==> config.mk <==
export PLATFORM = sky130hd
export DESIGN_NAME = scancode_encoder
export DESIGN_NICKNAME = d
export VERILOG_FILES = /design/src/rtl/scancode_encoder.sv
export SDC_FILE = /design/constraint.sdc
export NUM_CORES = 1
export LEC_CHECK = 0
export ABC_CLOCK_PERIOD_IN_PS = 3800
export BUFFER_PORTS_ARGS = -buffer_cell sky130_fd_sc_hd__clkbuf_2
export CORE_MARGIN = 2
export CORE_UTILIZATION = 45
export CTS_BUF_LIST = sky130_fd_sc_hd__clkbuf_8
export DETAILED_ROUTE_END_ITERATION = 12
export PLACE_DENSITY = 0.78
export SLEW_MARGIN = 30
export SYNTH_ARGS = -nofsm -noshare
export SYNTH_HDL_FRONTEND = slang
export SYNTH_SLANG_ARGS = --single-unit
==> constraint.sdc <==
create_clock -name clk -period 3.8 [get_ports clk]
set_clock_uncertainty 0.1 [all_clocks]
set_input_delay 0.76 -clock clk [delete_from_list [all_inputs] [get_ports clk]]
set_output_delay 0.76 -clock clk [all_outputs]
set_load 0.03 [all_outputs]
==> src/rtl/scancode_encoder.sv <==
// scancode_encoder: turns one key event into a serial stream of scan-code
// bytes (optional shift make, extended prefix, break prefix, code, optional
// shift break). One event is accepted only while idle.
// Optional feature macro: SCANCODE_SHIFT_WRAP_EN adds the i_ev_shift port and
// wraps the event in left-shift make/break bytes.
module scancode_encoder #(
  parameter logic [7:0] LSHIFT_CODE  = 8'h12,
  parameter logic [7:0] EXT_PREFIX   = 8'hE0,
  parameter logic [7:0] BREAK_PREFIX = 8'hF0
) (
  input  logic       clk,
  input  logic       i_sclr,
  input  logic       i_ev_valid,
  output logic       o_ev_ready,
  input  logic [7:0] i_ev_code,
  input  logic       i_ev_ext,
  input  logic       i_ev_brk,
`ifdef SCANCODE_SHIFT_WRAP_EN
  input  logic       i_ev_shift,
`endif
  output logic [7:0] o_byte,
  output logic       o_byte_en,
  input  logic       i_byte_rdy
);

  typedef enum logic [2:0] {
    IDLE        = 3'd0,
    SH_MAKE     = 3'd1,
    EXT         = 3'd2,
    BRK         = 3'd3,
    CODE        = 3'd4,
    SH_BRK_F0   = 3'd5,
    SH_BRK_CODE = 3'd6
  } state_t;

  state_t     state_q, state_d;
  logic [7:0] code_q, code_d;
  logic       ext_q, ext_d;
  logic       brk_q, brk_d;
  logic       shift_q, shift_d;
  logic [7:0] byte_q, byte_d;
  logic       byte_en_q, byte_en_d;
  logic       ev_ready_q, ev_ready_d;
  logic       shift_s;
  logic       accept_s;
  logic       xfer_s;

`ifdef SCANCODE_SHIFT_WRAP_EN
  assign shift_s = i_ev_shift;
`else
  // Without the wrap feature shift is never requested, so the shift states
  // are unreachable.
  assign shift_s = 1'b0;
`endif

  assign accept_s = i_ev_valid & ev_ready_q;
  assign xfer_s   = byte_en_q & i_byte_rdy;

  assign o_ev_ready = ev_ready_q;
  assign o_byte     = byte_q;
  assign o_byte_en  = byte_en_q;

  // Capture the event fields on acceptance; later input changes are ignored.
  always_comb begin
    code_d  = code_q;
    ext_d   = ext_q;
    brk_d   = brk_q;
    shift_d = shift_q;
    if (accept_s) begin
      code_d  = i_ev_code;
      ext_d   = i_ev_ext;
      brk_d   = i_ev_brk;
      shift_d = shift_s;
    end else begin
      code_d  = code_q;
      ext_d   = ext_q;
      brk_d   = brk_q;
      shift_d = shift_q;
    end
  end

  // Next-state logic: each non-idle state advances only on a byte transfer.
  always_comb begin
    state_d = state_q;
    case (state_q)
      IDLE: begin
        if (accept_s) begin
          if (shift_d && !brk_d) begin
            state_d = SH_MAKE;
          end else if (ext_d) begin
            state_d = EXT;
          end else if (brk_d) begin
            state_d = BRK;
          end else begin
            state_d = CODE;
          end
        end else begin
          state_d = IDLE;
        end
      end
      SH_MAKE: begin
        if (xfer_s) begin
          state_d = ext_q ? EXT : CODE;
        end else begin
          state_d = SH_MAKE;
        end
      end
      EXT: begin
        if (xfer_s) begin
          state_d = brk_q ? BRK : CODE;
        end else begin
          state_d = EXT;
        end
      end
      BRK: begin
        if (xfer_s) begin
          state_d = CODE;
        end else begin
          state_d = BRK;
        end
      end
      CODE: begin
        if (xfer_s) begin
          state_d = (shift_q && brk_q) ? SH_BRK_F0 : IDLE;
        end else begin
          state_d = CODE;
        end
      end
      SH_BRK_F0: begin
        if (xfer_s) begin
          state_d = SH_BRK_CODE;
        end else begin
          state_d = SH_BRK_F0;
        end
      end
      SH_BRK_CODE: begin
        if (xfer_s) begin
          state_d = IDLE;
        end else begin
          state_d = SH_BRK_CODE;
        end
      end
      default: state_d = IDLE;
    endcase
  end

  // Output decode from the upcoming state so the outputs can be registered
  // while still lining up with the registered state.
  always_comb begin
    byte_d     = 8'h00;
    byte_en_d  = 1'b0;
    ev_ready_d = 1'b1;
    case (state_d)
      IDLE: begin
        byte_d     = 8'h00;
        byte_en_d  = 1'b0;
        ev_ready_d = 1'b1;
      end
      SH_MAKE: begin
        byte_d     = LSHIFT_CODE;
        byte_en_d  = 1'b1;
        ev_ready_d = 1'b0;
      end
      EXT: begin
        byte_d     = EXT_PREFIX;
        byte_en_d  = 1'b1;
        ev_ready_d = 1'b0;
      end
      BRK: begin
        byte_d     = BREAK_PREFIX;
        byte_en_d  = 1'b1;
        ev_ready_d = 1'b0;
      end
      CODE: begin
        byte_d     = code_d;
        byte_en_d  = 1'b1;
        ev_ready_d = 1'b0;
      end
      SH_BRK_F0: begin
        byte_d     = BREAK_PREFIX;
        byte_en_d  = 1'b1;
        ev_ready_d = 1'b0;
      end
      SH_BRK_CODE: begin
        byte_d     = LSHIFT_CODE;
        byte_en_d  = 1'b1;
        ev_ready_d = 1'b0;
      end
      default: begin
        byte_d     = 8'h00;
        byte_en_d  = 1'b0;
        ev_ready_d = 1'b1;
      end
    endcase
  end

  // State, captured fields and outputs; clear dominates accept and transfer.
  always_ff @(posedge clk) begin
    if (i_sclr) begin
      state_q    <= IDLE;
      code_q     <= 8'h00;
      ext_q      <= 1'b0;
      brk_q      <= 1'b0;
      shift_q    <= 1'b0;
      byte_q     <= 8'h00;
      byte_en_q  <= 1'b0;
      ev_ready_q <= 1'b1;
    end else begin
      state_q    <= state_d;
      code_q     <= code_d;
      ext_q      <= ext_d;
      brk_q      <= brk_d;
      shift_q    <= shift_d;
      byte_q     <= byte_d;
      byte_en_q  <= byte_en_d;
      ev_ready_q <= ev_ready_d;
    end
  end

endmodule

* Yosys cells after proc, flatten, opt, wreduce, memory -nomap -nowiden
Index checks and enable logic that the tools add are counted.
** Word-level totals
- Bits in registers :: 24
- Input port bits :: 14
- Output and inout bits :: 10
- Logic and storage cells :: 50
** Cells by class
- Equality and inequality tests :: 12
- Mux-type cells :: 21
- Bitwise gates (word level) :: 2
- Reductions and logical operators :: 7
** Operator list (number)
- $mux W3 :: 12
- $pmux W8 S4 :: 1
- $pmux W3 S7 :: 1
- $eq A3 B3 Y1 const B :: 6
- $eq A3 B2 Y1 const B :: 4
- $mux W8 :: 1
- $eq A3 B1 Y1 const B :: 2
- $reduce_or A6 Y1 :: 1
- $mux W1 :: 5
- $reduce_or A2 Y1 :: 2
- $logic_not A3 Y1 :: 1
- $and A1 B1 Y1 :: 2
- $logic_and A1 B1 Y1 :: 2
- $mux W2 :: 1
- $logic_not A1 Y1 :: 1

* Logic depth before layout (Yosys ltp)
Gate-level depths: netlist (run 1).
- Word-level depth :: 10
- Depth in mapped cells :: 7
- Gate-level depth less buffers :: 5

* Least setup slack after synthesis (run 1)
OpenSTA, ideal clock, no wires.
- Path kind :: input to register
- Start point :: input port i_ev_valid
- End point :: register ev_ready_q (netlist: o_ev_ready)
- Library setup time :: 0.115 ns
- Arrival time :: 2.045 ns
- Required time :: 3.585 ns
- Path slack :: 1.540 ns
- Stages :: 7
- Path buffers :: 2
- Cell sequence :: and2_1 buf_2 nand2_2 o221a_1 buf_6 or3_4 a31o_1
** On the way
- Longest elaborated chain between the ends :: 10
- Elaborated cells between the ends (all ways) :: 19
- Classes of those cells :: 6 x eq/ne; 9 x mux; 1 x bitwise; 3 x reduce/logical
** RTL lines
- start: declaration :: RTL line 13 : input logic i_ev_valid,
- $and A1 B1 Y1 * :: RTL line 56 : assign accept_s = i_ev_valid & ev_ready_q;
- $mux W1 :: RTL line 69 : if (accept_s) begin
- $mux W3 or $logic_not A1 Y1 (tied branches) :: RTL line 92, 88
- $mux W3 or $logic_and A1 B1 Y1 (tied branches) :: RTL line 90, 88
- $mux W3 :: RTL line 88 : if (shift_d && !brk_d) begin
- $mux W3 * :: RTL line 87 : if (accept_s) begin
- $pmux W3 S7 * :: RTL line 85 : case (state_q)
- $eq A3 B3 Y1, or another cell as far along :: RTL line 153 : case (state_d)
- $reduce_or A6 Y1 (no line) *
- $mux W1 * :: RTL line 153
- end signal: assignment :: RTL line 216 : ev_ready_q <= ev_ready_d;
- end: declaration :: RTL line 43 : logic ev_ready_q, ev_ready_d;
Mark *: on every way between the ends. The rest lies on a longest branch, timed or not.
A chain may end at the register's enable or synchronous reset.

* Worst setup path in the final report (run 1)
Ends and elaborated chain as after synthesis.

==> impl_metrics.json, run 1 <==
{
  "run_status": "finished clean",
  "synth_nets": 133,
  "irDropWorstVdd_mv": 0.3450,
  "cts.sinks": 24,
  "antenna_found_initial": 0,
  "path_class": "in -> reg",
  "syn_area_mm2": 0.001066,
  "synth-edff-count": 0,
  "synthSimpleGateAreaFrac_pct": 24.53,
  "synth_top_family_by_area": "simple AND/OR/NAND/NOR gates",
  "cts_hold_buf": 0,
  "synth.avg_cell_area_um2": 8.958,
  "tightest_slew_ns": 0.5965,
  "synth-adder-area-share_pct": 0,
  "boundaryPins": 24,
  "hpwlAfterDp_um": 1696,
  "min_path_type": "reg -> reg",
  "totalWireLength_um": 2323,
  "antenna_left": 0,
  "post-cts-setup-buffer-count": 0,
  "endpoint_kind": "flip-flop",
  "rsz0062_at_grt": "false",
  "cpLargestDelayFamily": "simple AND/OR/NAND/NOR gates",
  "fill_cells": 212,
  "timing.fmax_ghz": 0.4536,
  "dieArea_mm2": 0.002774,
  "min_from": "code_q[3]$_SDFF_PP0_",
  "placementRows": 17,
  "path_max_fanout": 9,
  "ys_seq_area_share_pct": 45.07,
  "cts_buffer_depth": 2,
  "slowest_delay_ns": 0.39,
  "worst_setup_path_start_kind": "input pin",
  "grt_pass1_wl_um": 3767,
  "worstPathRequired_ns": 3.88,
  "p_per_area_mw_per_mm2": 583.1,
  "final.setup.tns_ns": 0,
  "yosysUniqueCellTypes": 36,
  "reg2reg_slack_ns": 1.79,
  "die_x_um": 52.67,
  "cts_root_buffer": "clkbuf_8",
  "dr.pass1.iters": 4,
  "grt_start_max_net_pins": 22,
  "vias_per_cell": 5.619,
  "synthCells": 119,
  "crit_slowest_cell": "o221a_1",
  "drc": 0,
  "period_share_pct": 58.01,
  "fin_crit_ns": 2.205,
  "cts_tree": "built",
  "die_y_um": 52.67,
  "path_clk_slew_ns": 0.09,
  "finalHoldViolCount": 0,
  "wl_per_cell_um": 13.83,
  "async_flop_share_pct": 0,
  "worstSkewPairLatency_ns": 0.27,
  "p_comb_share_pct": 27.0,
  "area_growth_syn_to_layout_pct": 17.02,
  "reg2reg_from": "o_ev_ready$_SDFF_PP1_",
  "cp-startpoint": "i_ev_valid",
  "power_w": 0.0007274,
  "synth-xor-area-share_pct": 0,
  "port_buffers": 23,
  "track_usage_pct": 18.27,
  "cts_htree_levels": 1,
  "initial_core_util_pct": 47.73,
  "synth-seq-cells": 24,
  "netSwitchingFraction_pct": 31.95,
  "p_int_w": 0.0004950,
  "max_slew_margin_pct": 60.23,
  "drt_iter0_markers": 14,
  "cp_cell_sequence": "clkbuf_2, and2_1, nand2_2, o221a_1, or3_4, a31o_1",
  "seq_power_share_pct": 42.2,
  "max-cap-violations": 0,
  "clock_power_share_pct": 30.8,
  "grt-ovfl-total": 0,
  "critPathArrivalTime_ns": 2.28,
  "path_buf_inv": 1,
  "ys.flop_type": "dfxtp_1",
  "fp.coreArea_mm2": 0.002233,
  "drive_gt1_share_pct": 23.57,
  "timing.final.max_slew_violations": 0,
  "setup-violations-final": 0,
  "num_antenna_cells": 0,
  "routabilityCongestion": 0.8505,
  "yosysWarnings": 0,
  "synthMuxAreaShare_pct": 3.756,
  "num_vias": 944,
  "synth_compound_gate_area_share_pct": 21.13,
  "p_switching_w": 0.0002324,
  "ctsResizeCount": 0,
  "fin_nets": 155,
  "numCtsBuffers": 3,
  "first_global_vias": 821,
  "p_leak_nw": 0.5035
}
==> stage by stage <==
step / worst slack, ns / instances / hold WS, ns / area [um2] / utilization (%)
5_1_grt: 1.523 / 168 / 0.3969 / 1247 / 55.85
4_1_cts: 1.615 / 168 / 0.3644 / 1247 / 55.85
3_5_place_dp: 1.325 / 164 / 0.3518 / 1176 / 52.66
3_3_place_gp: 1.379 / 164 / 0.3510 / 1176 / 52.66
6_report: 1.595 / 168 / 0.3637 / 1247 / 55.85
2_1_floorplan: 1.540 / 119 / 0.3323 / 1066 / -
==> power groups by stage <==
stage	sequential [W]	combinational, W	clock, W
floorplan	0.000339	0.000129	0
global placement	0.000311	0.000191	0
detailed placement	0.000313	0.000196	0
CTS	0.000307	0.000198	0.000228
global route	0.000311	0.000216	0.000238
finish	0.000307	0.000196	0.000224
==> worst min-delay path, cell delays in order (launching register included) <==
cell	delay (ns)
dfxtp_1	0.31
nand2_1	0.05
a21oi_1	0.07
==> layout by cell type (no fill, tap or decap) <==
| cell type | n |
|---|---|
| a2111o_1 | 1 |
| a21oi_1 | 9 |
| a22oi_1 | 1 |
| a31o_1 | 2 |
| a31oi_1 | 4 |
| a41oi_1 | 1 |
| and2_1 | 1 |
| bufinv_16 | 1 |
| clkbuf_2 | 23 |
| clkbuf_8 | 3 |
| dfxtp_1 | 24 |
| inv_1 | 5 |
| mux2i_1 | 4 |
| nand2_1 | 17 |
| nand2_2 | 1 |
| nand2b_1 | 3 |
| nand3_1 | 2 |
| nand3b_1 | 1 |
| nand4_1 | 3 |
| nand4b_1 | 1 |
| nor2_1 | 9 |
| nor2b_1 | 1 |
| nor3_1 | 1 |
| nor3_2 | 1 |
| nor3b_1 | 4 |
| o211ai_1 | 5 |
| o21ai_0 | 2 |
| o21ai_1 | 1 |
| o221a_1 | 1 |
| o31ai_4 | 1 |
| o32ai_1 | 1 |
| o32ai_2 | 1 |
| or2_1 | 1 |
| or2_2 | 1 |
| or3_1 | 2 |
| or3_4 | 1 |
==> registers in the layout, summed over array words and instances, names as in the netlist <==
name        cells
state_q         3
ext_q           1
o_byte_en       1
o_ev_ready      1
o_byte          8
shift_q         1
code_q          8
brk_q           1
==> kinds of logic (layout without fill, tap and decap cells) <==
| family | after synthesis | count (layout) |
|---|---|---|
| buffers and inverters | 11 | 32 |
| multiplexers | 4 | 4 |
| flip-flops | 24 | 24 |
| AND/OR/NAND/NOR | 50 | 50 |
| AO/OA/AOI/OAI | 30 | 30 |
==> layer usage <==
layer  up-vias  track usage [%]  routed length, um
li1        468                -                  -
met1       449            24.16               1002
met2        22            29.58               1167
met3         5            3.429                119
met4         0            6.410                 34
met5         -                0                  0
==> synth_stat cells (3+ instances only) <==
cell | count | area (um2)
o211ai_1 | 5 | 37.54
dfxtp_1 | 24 | 480.5
nand2_1 | 17 | 63.81
nand4_1 | 3 | 18.77
a31oi_1 | 4 | 25.02
inv_1 | 5 | 18.77
nand2b_1 | 3 | 18.77
nor2_1 | 9 | 33.78
a21oi_1 | 9 | 45.04
nor3b_1 | 4 | 30.03
mux2i_1 | 4 | 40.04
==> final cells by class <==
| cell class | count | area (um2) | area share, % |
|---|---|---|---|
| clock buffer | 3 | 41.29 | 3.310 |
| timing repair buffer | 23 | 115.1 | 9.228 |
| inverter | 5 | 18.77 | 1.505 |
| clock inverter | 1 | 30.03 | 2.407 |
| multi-input combinational | 84 | 526.8 | 42.23 |
| sequential | 24 | 480.5 | 38.52 |
| tap | 28 | 35.03 | 2.808 |
==> final timing paths <==
| kind | endpoint | depth (start not counted) |
|---|---|---|
| min | code_q[3]$_SDFF_PP0_ | 2 |
| min reg2reg | code_q[3]$_SDFF_PP0_ | 2 |
| max | o_ev_ready$_SDFF_PP1_ | 6 |
| max reg2reg | o_ev_ready$_SDFF_PP1_ | 5 |
No activity file was read; power rests on OpenSTA's default activity.
==> run 2: changes to the inputs <==
ABC_CLOCK_PERIOD_IN_PS = 2100   (was 3800)
clock period = 2.1 ns   (was 3.8 ns; I/O delays follow)
==> run 2 against run 1 <==
Against the previous run:
- worst hold slack worse by 0.074 ns
- critical path depth shrank 1
- clock power grew 78%
- global-route usage up 1.8 points
- flip-flop and latch count is the same
- critical endpoint is now o_byte[4]$_SDFF_PP0_
==> impl_metrics.json, run 2 (synthesized netlist as in run 1, its figures left out) <==
{
  "cpLargestDelayFamily": "compound AO/OA/AOI/OAI gates",
  "die_x_um": 52.67,
  "r2r_cells": 5,
  "min_to": "code_q[2]$_SDFF_PP0_",
  "worstSkewPairLatency_ns": 0.27,
  "critPathArrivalTime_ns": 2.06,
  "p_per_area_mw_per_mm2": 1055,
  "setup-violations-final": 0,
  "totalWireLength_um": 2457,
  "cts_root_buffer": "clkbuf_8",
  "worstPathRequired_ns": 2.18,
  "rsz0062_at_grt": "false",
  "dp_cells": 167,
  "initial_core_util_pct": 47.73,
  "max-cap-violations": 0,
  "post-cts-setup-buffer-count": 0,
  "cts_buffer_depth": 2,
  "final_cell_mix": "dfxtp_1, clkbuf_2, nand2_1",
  "cts_hold_buf": 0,
  "antenna_left": 0,
  "min_from": "i_ev_code[2]",
  "reg2reg_from": "state_q[2]$_SDFF_PP0_",
  "fin_crit_ns": 1.978,
  "port_buffers": 23,
  "min_path_cells": 3,
  "dieArea_mm2": 0.002774,
  "path_clk_slew_ns": 0.08,
  "drc": 0,
  "r2r-end": "o_byte[4]$_SDFF_PP0_",
  "hpwlAfterDp_um": 1699,
  "fin_nets": 158,
  "p_leak_nw": 0.5184,
  "path_max_fanout": 10,
  "crit_slowest_cell": "dfxtp_1",
  "drive_gt1_share_pct": 25.17,
  "min_path_type": "in -> reg",
  "timing.fmax_ghz": 0.5054,
  "first_global_vias": 896,
  "finalHoldViolCount": 0,
  "fp.coreArea_mm2": 0.002233,
  "grt_pass1_wl_um": 4015,
  "grt-ovfl-total": 0,
  "tightest_slew_ns": 0.4153,
  "wl_per_cell_um": 14.37,
  "path_class": "reg -> reg",
  "dr.pass1.iters": 5,
  "cts_tree": "built",
  "num_vias": 965,
  "stdcell_count": 171,
  "routabilityCongestion": 0.8451,
  "num_antenna_cells": 0,
  "max_slew_margin_pct": 72.13,
  "fill_cells": 211,
  "run_status": "finished clean",
  "drt_iter0_markers": 69,
  "slowest_delay_ns": 0.54,
  "placementRows": 17,
  "irDropWorstVdd_mv": 0.9704,
  "endpoint_kind": "flip-flop",
  "cts_htree_levels": 1,
  "area_growth_syn_to_layout_pct": 20.19,
  "hold_slack_ns": 0.2900,
  "cp_cell_sequence": "nand3b_1, a2111o_1, nand3_1, o211ai_1, a41oi_1",
  "power_w": 0.001352,
  "boundaryPins": 24,
  "reg2reg_slack_ns": 0.12,
  "die_y_um": 52.67,
  "numCtsBuffers": 3,
  "worst_setup_path_start_kind": "flip-flop",
  "path_buf_inv": 0,
  "vias_per_cell": 5.643,
  "timing.final.max_slew_violations": 0,
  "track_usage_pct": 20.06,
  "period_share_pct": 94.21,
  "final.setup.tns_ns": 0,
  "final_common_cell": "dfxtp_1",
  "cts.sinks": 24,
  "grt_start_max_net_pins": 22,
  "antenna_found_initial": 0
}
==> run 2: worst max path at each step <==
stage	from	end	slack, ns	cells past startpoint
global route	state_q[2]$_SDFF_PP0_	o_byte[1]$_SDFF_PP0_	0.03	6
finish	state_q[2]$_SDFF_PP0_	o_byte[4]$_SDFF_PP0_	0.12	5
floorplan	o_byte_en$_SDFF_PP0_	o_ev_ready$_SDFF_PP1_	0.04	6
detailed placement	i_byte_rdy	o_byte[1]$_SDFF_PP0_	0.12	6
global placement	i_byte_rdy	o_byte[1]$_SDFF_PP0_	0.16	6
CTS	state_q[2]$_SDFF_PP0_	o_byte[4]$_SDFF_PP0_	0.14	5
==> run 2: what timing repair did <==
action | CTS | global route
gates resized for setup | 0 | 1
setup endpoints to repair | 0 | 1
hold endpoints to repair | 0 | 0
==> run 2: worst min-delay path: stages <==
cell and delay [ns]:
clkbuf_2 0.08, nand2_1 0.05, a21oi_1 0.06
==> run 2: routing by layer <==
| metal | vias to the layer above | track usage, % | share of wire, % |
|---|---|---|---|
| met1 | 442 | 25.00 | 44 |
| met2 | 42 | 31.25 | 49 |
| met4 | 0 | 12.39 | 2.3 |
| li1 | 475 | - | - |
| met5 | - | 0 | 0 |
| met3 | 6 | 4.286 | 5.4 |
==> run 2: through the flow <==
| stage | utilization [%] | area [um2] | setup slack, ns |
|---|---|---|---|
| global placement | 53.67 | 1199 | 0.1612 |
| CTS | 56.86 | 1270 | 0.1393 |
| detailed placement | 53.67 | 1199 | 0.1210 |
| floorplan | - | 1066 | 0.03521 |
| finish | 57.37 | 1281 | 0.1216 |
| global route | 57.37 | 1281 | 0.02885 |
==> run 2: final cells by class <==
type	instances	area, um2	share of cell area (%)
multi-input cells	84	538.0	41.99
clock buffers	3	41.29	3.223
inverters	5	18.77	1.465
flip-flops and latches	24	480.5	37.50
repair buffers	26	137.6	10.74
well taps	28	35.03	2.734
clock inverters	1	30.03	2.344
==> run 2: report_power, final <==
part           internal, W  switching, W
clock             0.000255      0.000145
combinational     0.000147      0.000249
sequential        0.000514     0.0000429
==> run 3: changes to the inputs <==
ABC_AREA = 1   (was unset)
CORE_ASPECT_RATIO = 0.5   (was unset)
GPL_ROUTABILITY_DRIVEN = 0   (was unset)
==> run 3 against run 2 <==
Against the previous run:
- flip-flop and latch count stayed put
- sequential power rose by 12%
- worst hold slack improved by 0.020 ns
- power grew 26%
- critical path depth is 6 higher
- routed wire length down 3.9%
- clock power decreased by 23%
==> impl_metrics.json, run 3 <==
{
  "dr.pass1.iters": 4,
  "endpoint_kind": "flip-flop",
  "cts_hold_buf": 0,
  "cp_cell_sequence": "nand2_2, buf_4, nand2_4, nand2_4, nand3_2, nand2_2, nor2_2, nand3_2, nor2_1, nor2_1, nor2_1",
  "yosysWarnings": 0,
  "seq_power_share_pct": 36.7,
  "finalHoldViolCount": 0,
  "grt_pass1_wl_um": 3829,
  "grt-ovfl-total": 0,
  "slowest_delay_ns": 0.45,
  "cts.sinks": 24,
  "max_slew_margin_pct": 72.66,
  "ys_top_cells_by_count": "nand2_1, nor2_1, dfxtp_1",
  "run_status": "finished clean",
  "fin_nets": 204,
  "max-cap-violations": 0,
  "area_growth_syn_to_layout_pct": 17.50,
  "cp_common_cell": "nor2_1",
  "drive_gt1_share_pct": 26.98,
  "power_w": 0.001704,
  "initial_core_util_pct": 46.20,
  "synth_nets": 178,
  "ys.flop_type": "dfxtp_1",
  "timing.fmax_ghz": 0.5730,
  "fin_crit_ns": 1.745,
  "async_flop_share_pct": 0,
  "yosysTopAreaCell": "dfxtp_1",
  "path_clk_slew_ns": 0.08,
  "synth.avg_cell_area_um2": 7.149,
  "path_max_fanout": 10,
  "final_cell_mix": "nand2_1, nor2_1, dfxtp_1",
  "cts_htree_levels": 1,
  "synthCells": 164,
  "die_y_um": 40.09,
  "post-cts-setup-buffer-count": 0,
  "ys_seq_area_share_pct": 40.98,
  "p_switching_w": 0.0007356,
  "dieArea_mm2": 0.003054,
  "first_global_vias": 925,
  "clock_power_share_pct": 18.0,
  "num_vias": 1071,
  "p_comb_share_pct": 45.3,
  "synth.area.top_cells": "dfxtp_1, nand2_1, nor2_1",
  "placementRows": 13,
  "period_share_pct": 83.11,
  "cts_root_buffer": "clkbuf_8",
  "numCtsBuffers": 3,
  "netSwitchingFraction_pct": 43.17,
  "syn_area_mm2": 0.001172,
  "synth-edff-count": 0,
  "drt_iter0_markers": 87,
  "worst_setup_path_start_kind": "flip-flop",
  "final_common_cell": "nand2_1",
  "p_int_w": 0.0009683,
  "synth_top_area_share_pct": 40.98,
  "port_buffers": 23,
  "synth-seq-cells": 24,
  "hpwlAfterDp_um": 1734,
  "area.sequential_um2": 480.5,
  "ctsResizeCount": 0,
  "cts_tree": "built",
  "wl_per_cell_um": 10.45,
  "yosysUniqueCellTypes": 23,
  "p_per_area_mw_per_mm2": 1237,
  "p_leak_nw": 0.7005,
  "irDropWorstVdd_mv": 0.5894,
  "multi_input_area_um2": 600.6,
  "num_antenna_cells": 0,
  "setup-violations-final": 0,
  "rsz0062_at_grt": "false",
  "boundaryPins": 24,
  "min_path_type": "in -> reg",
  "path_class": "reg -> reg",
  "fill_cells": 252,
  "synth.most_common_cell": "nand2_1",
  "antenna_left": 0,
  "drc": 0,
  "tightest_slew_ns": 0.4101,
  "die_x_um": 76.19,
  "antenna_found_initial": 0,
  "track_usage_pct": 16.57,
  "critPathArrivalTime_ns": 1.85,
  "final.setup.tns_ns": 0,
  "cts_buffer_depth": 2,
  "grt_start_max_net_pins": 22,
  "crit_slowest_cell": "dfxtp_1",
  "worstSkewPairLatency_ns": 0.27,
  "worstPathRequired_ns": 2.20,
  "timing.final.max_slew_violations": 0,
  "vias_per_cell": 4.739,
  "totalWireLength_um": 2362,
  "fp.coreArea_mm2": 0.002537
}
## run 3: cell types whose count changed in the layout (fill, tap and decap cells not counted), sizes merged, moves of 3 or more
cell,delta
nor3b,-4
o211ai,-5
nand2b,-3
a21oi,-5
a31oi,-3
or3,-3
nand2,+29
nand3,+12
nor2,+30
inv,+13
## run 3: cell families (layout without fill, tap and decap cells)
logic type / after synthesis / after routing / share of synthesized area (%)
AND/OR/NAND/NOR: 106 / 106 / 43.33
AO/OA/AOI/OAI: 8 / 8 / 4.483
flip-flops: 24 / 24 / 40.98
buffers and inverters: 22 / 47 / 7.791
multiplexers: 4 / 4 / 3.415
## run 3: routing by layer
metal  GRT usage, %  vias up  share of wire [%]
met4          8.636        0                2.3
met1          18.76      481                 46
met5              0        -                  0
met3          4.279        8                3.9
li1               -      561                  -
met2          31.25       21                 48
## run 3: final timing paths
kind | start | end | slack (ns) | depth (start not counted)
max reg2reg | o_ev_ready$_SDFF_PP1_ | o_byte[7]$_SDFF_PP0_ | 0.35 | 11
min reg2reg | shift_q$_SDFF_PP0_ | shift_q$_SDFF_PP0_ | 0.38 | 2
min | i_ev_code[1] | code_q[1]$_SDFF_PP0_ | 0.31 | 3
max | o_ev_ready$_SDFF_PP1_ | o_byte[7]$_SDFF_PP0_ | 0.35 | 11
## run 3: area by class of cell
class,instances,share of cell area (%)
clock buffers,4,3.996
inverters,19,5.268
multi-input cells,118,43.60
flip-flops and latches,24,34.88
well taps,37,3.361
repair buffers,24,8.901
## run 3: per-stage QoR
stage / instance area, um2 / worst slack (ns) / hold WS (ns) / util (%) / std cells
3_5_place_dp: 1323 / 0.2634 / 0.3588 / 52.12 / 222
3_3_place_gp: 1323 / 0.3261 / 0.3631 / 52.12 / 222
4_1_cts: 1378 / 0.3420 / 0.3051 / 54.29 / 226
2_1_floorplan: 1172 / 0.4209 / 0.3378 / - / 164
5_1_grt: 1378 / 0.1530 / 0.3283 / 54.29 / 226
6_report: 1378 / 0.3548 / 0.3098 / 54.29 / 226
## run 3: power by group through the flow
stage          clock network [W]  registers (W)  logic [W]
2_1_floorplan                  0       0.000744   0.000489
3_3_place_gp                   0       0.000635   0.000747
3_5_place_dp                   0       0.000637   0.000765
4_1_cts                 0.000318       0.000626   0.000773
5_1_grt                 0.000332       0.000639   0.000855
6_report                0.000307       0.000625   0.000772
## run 3: critical path, delay by kind of cell (launching register included)
family	cells	cell delay, ns
buffers and inverters	1	0.20
AND/OR/NAND/NOR	10	0.92
flip-flops	1	0.45
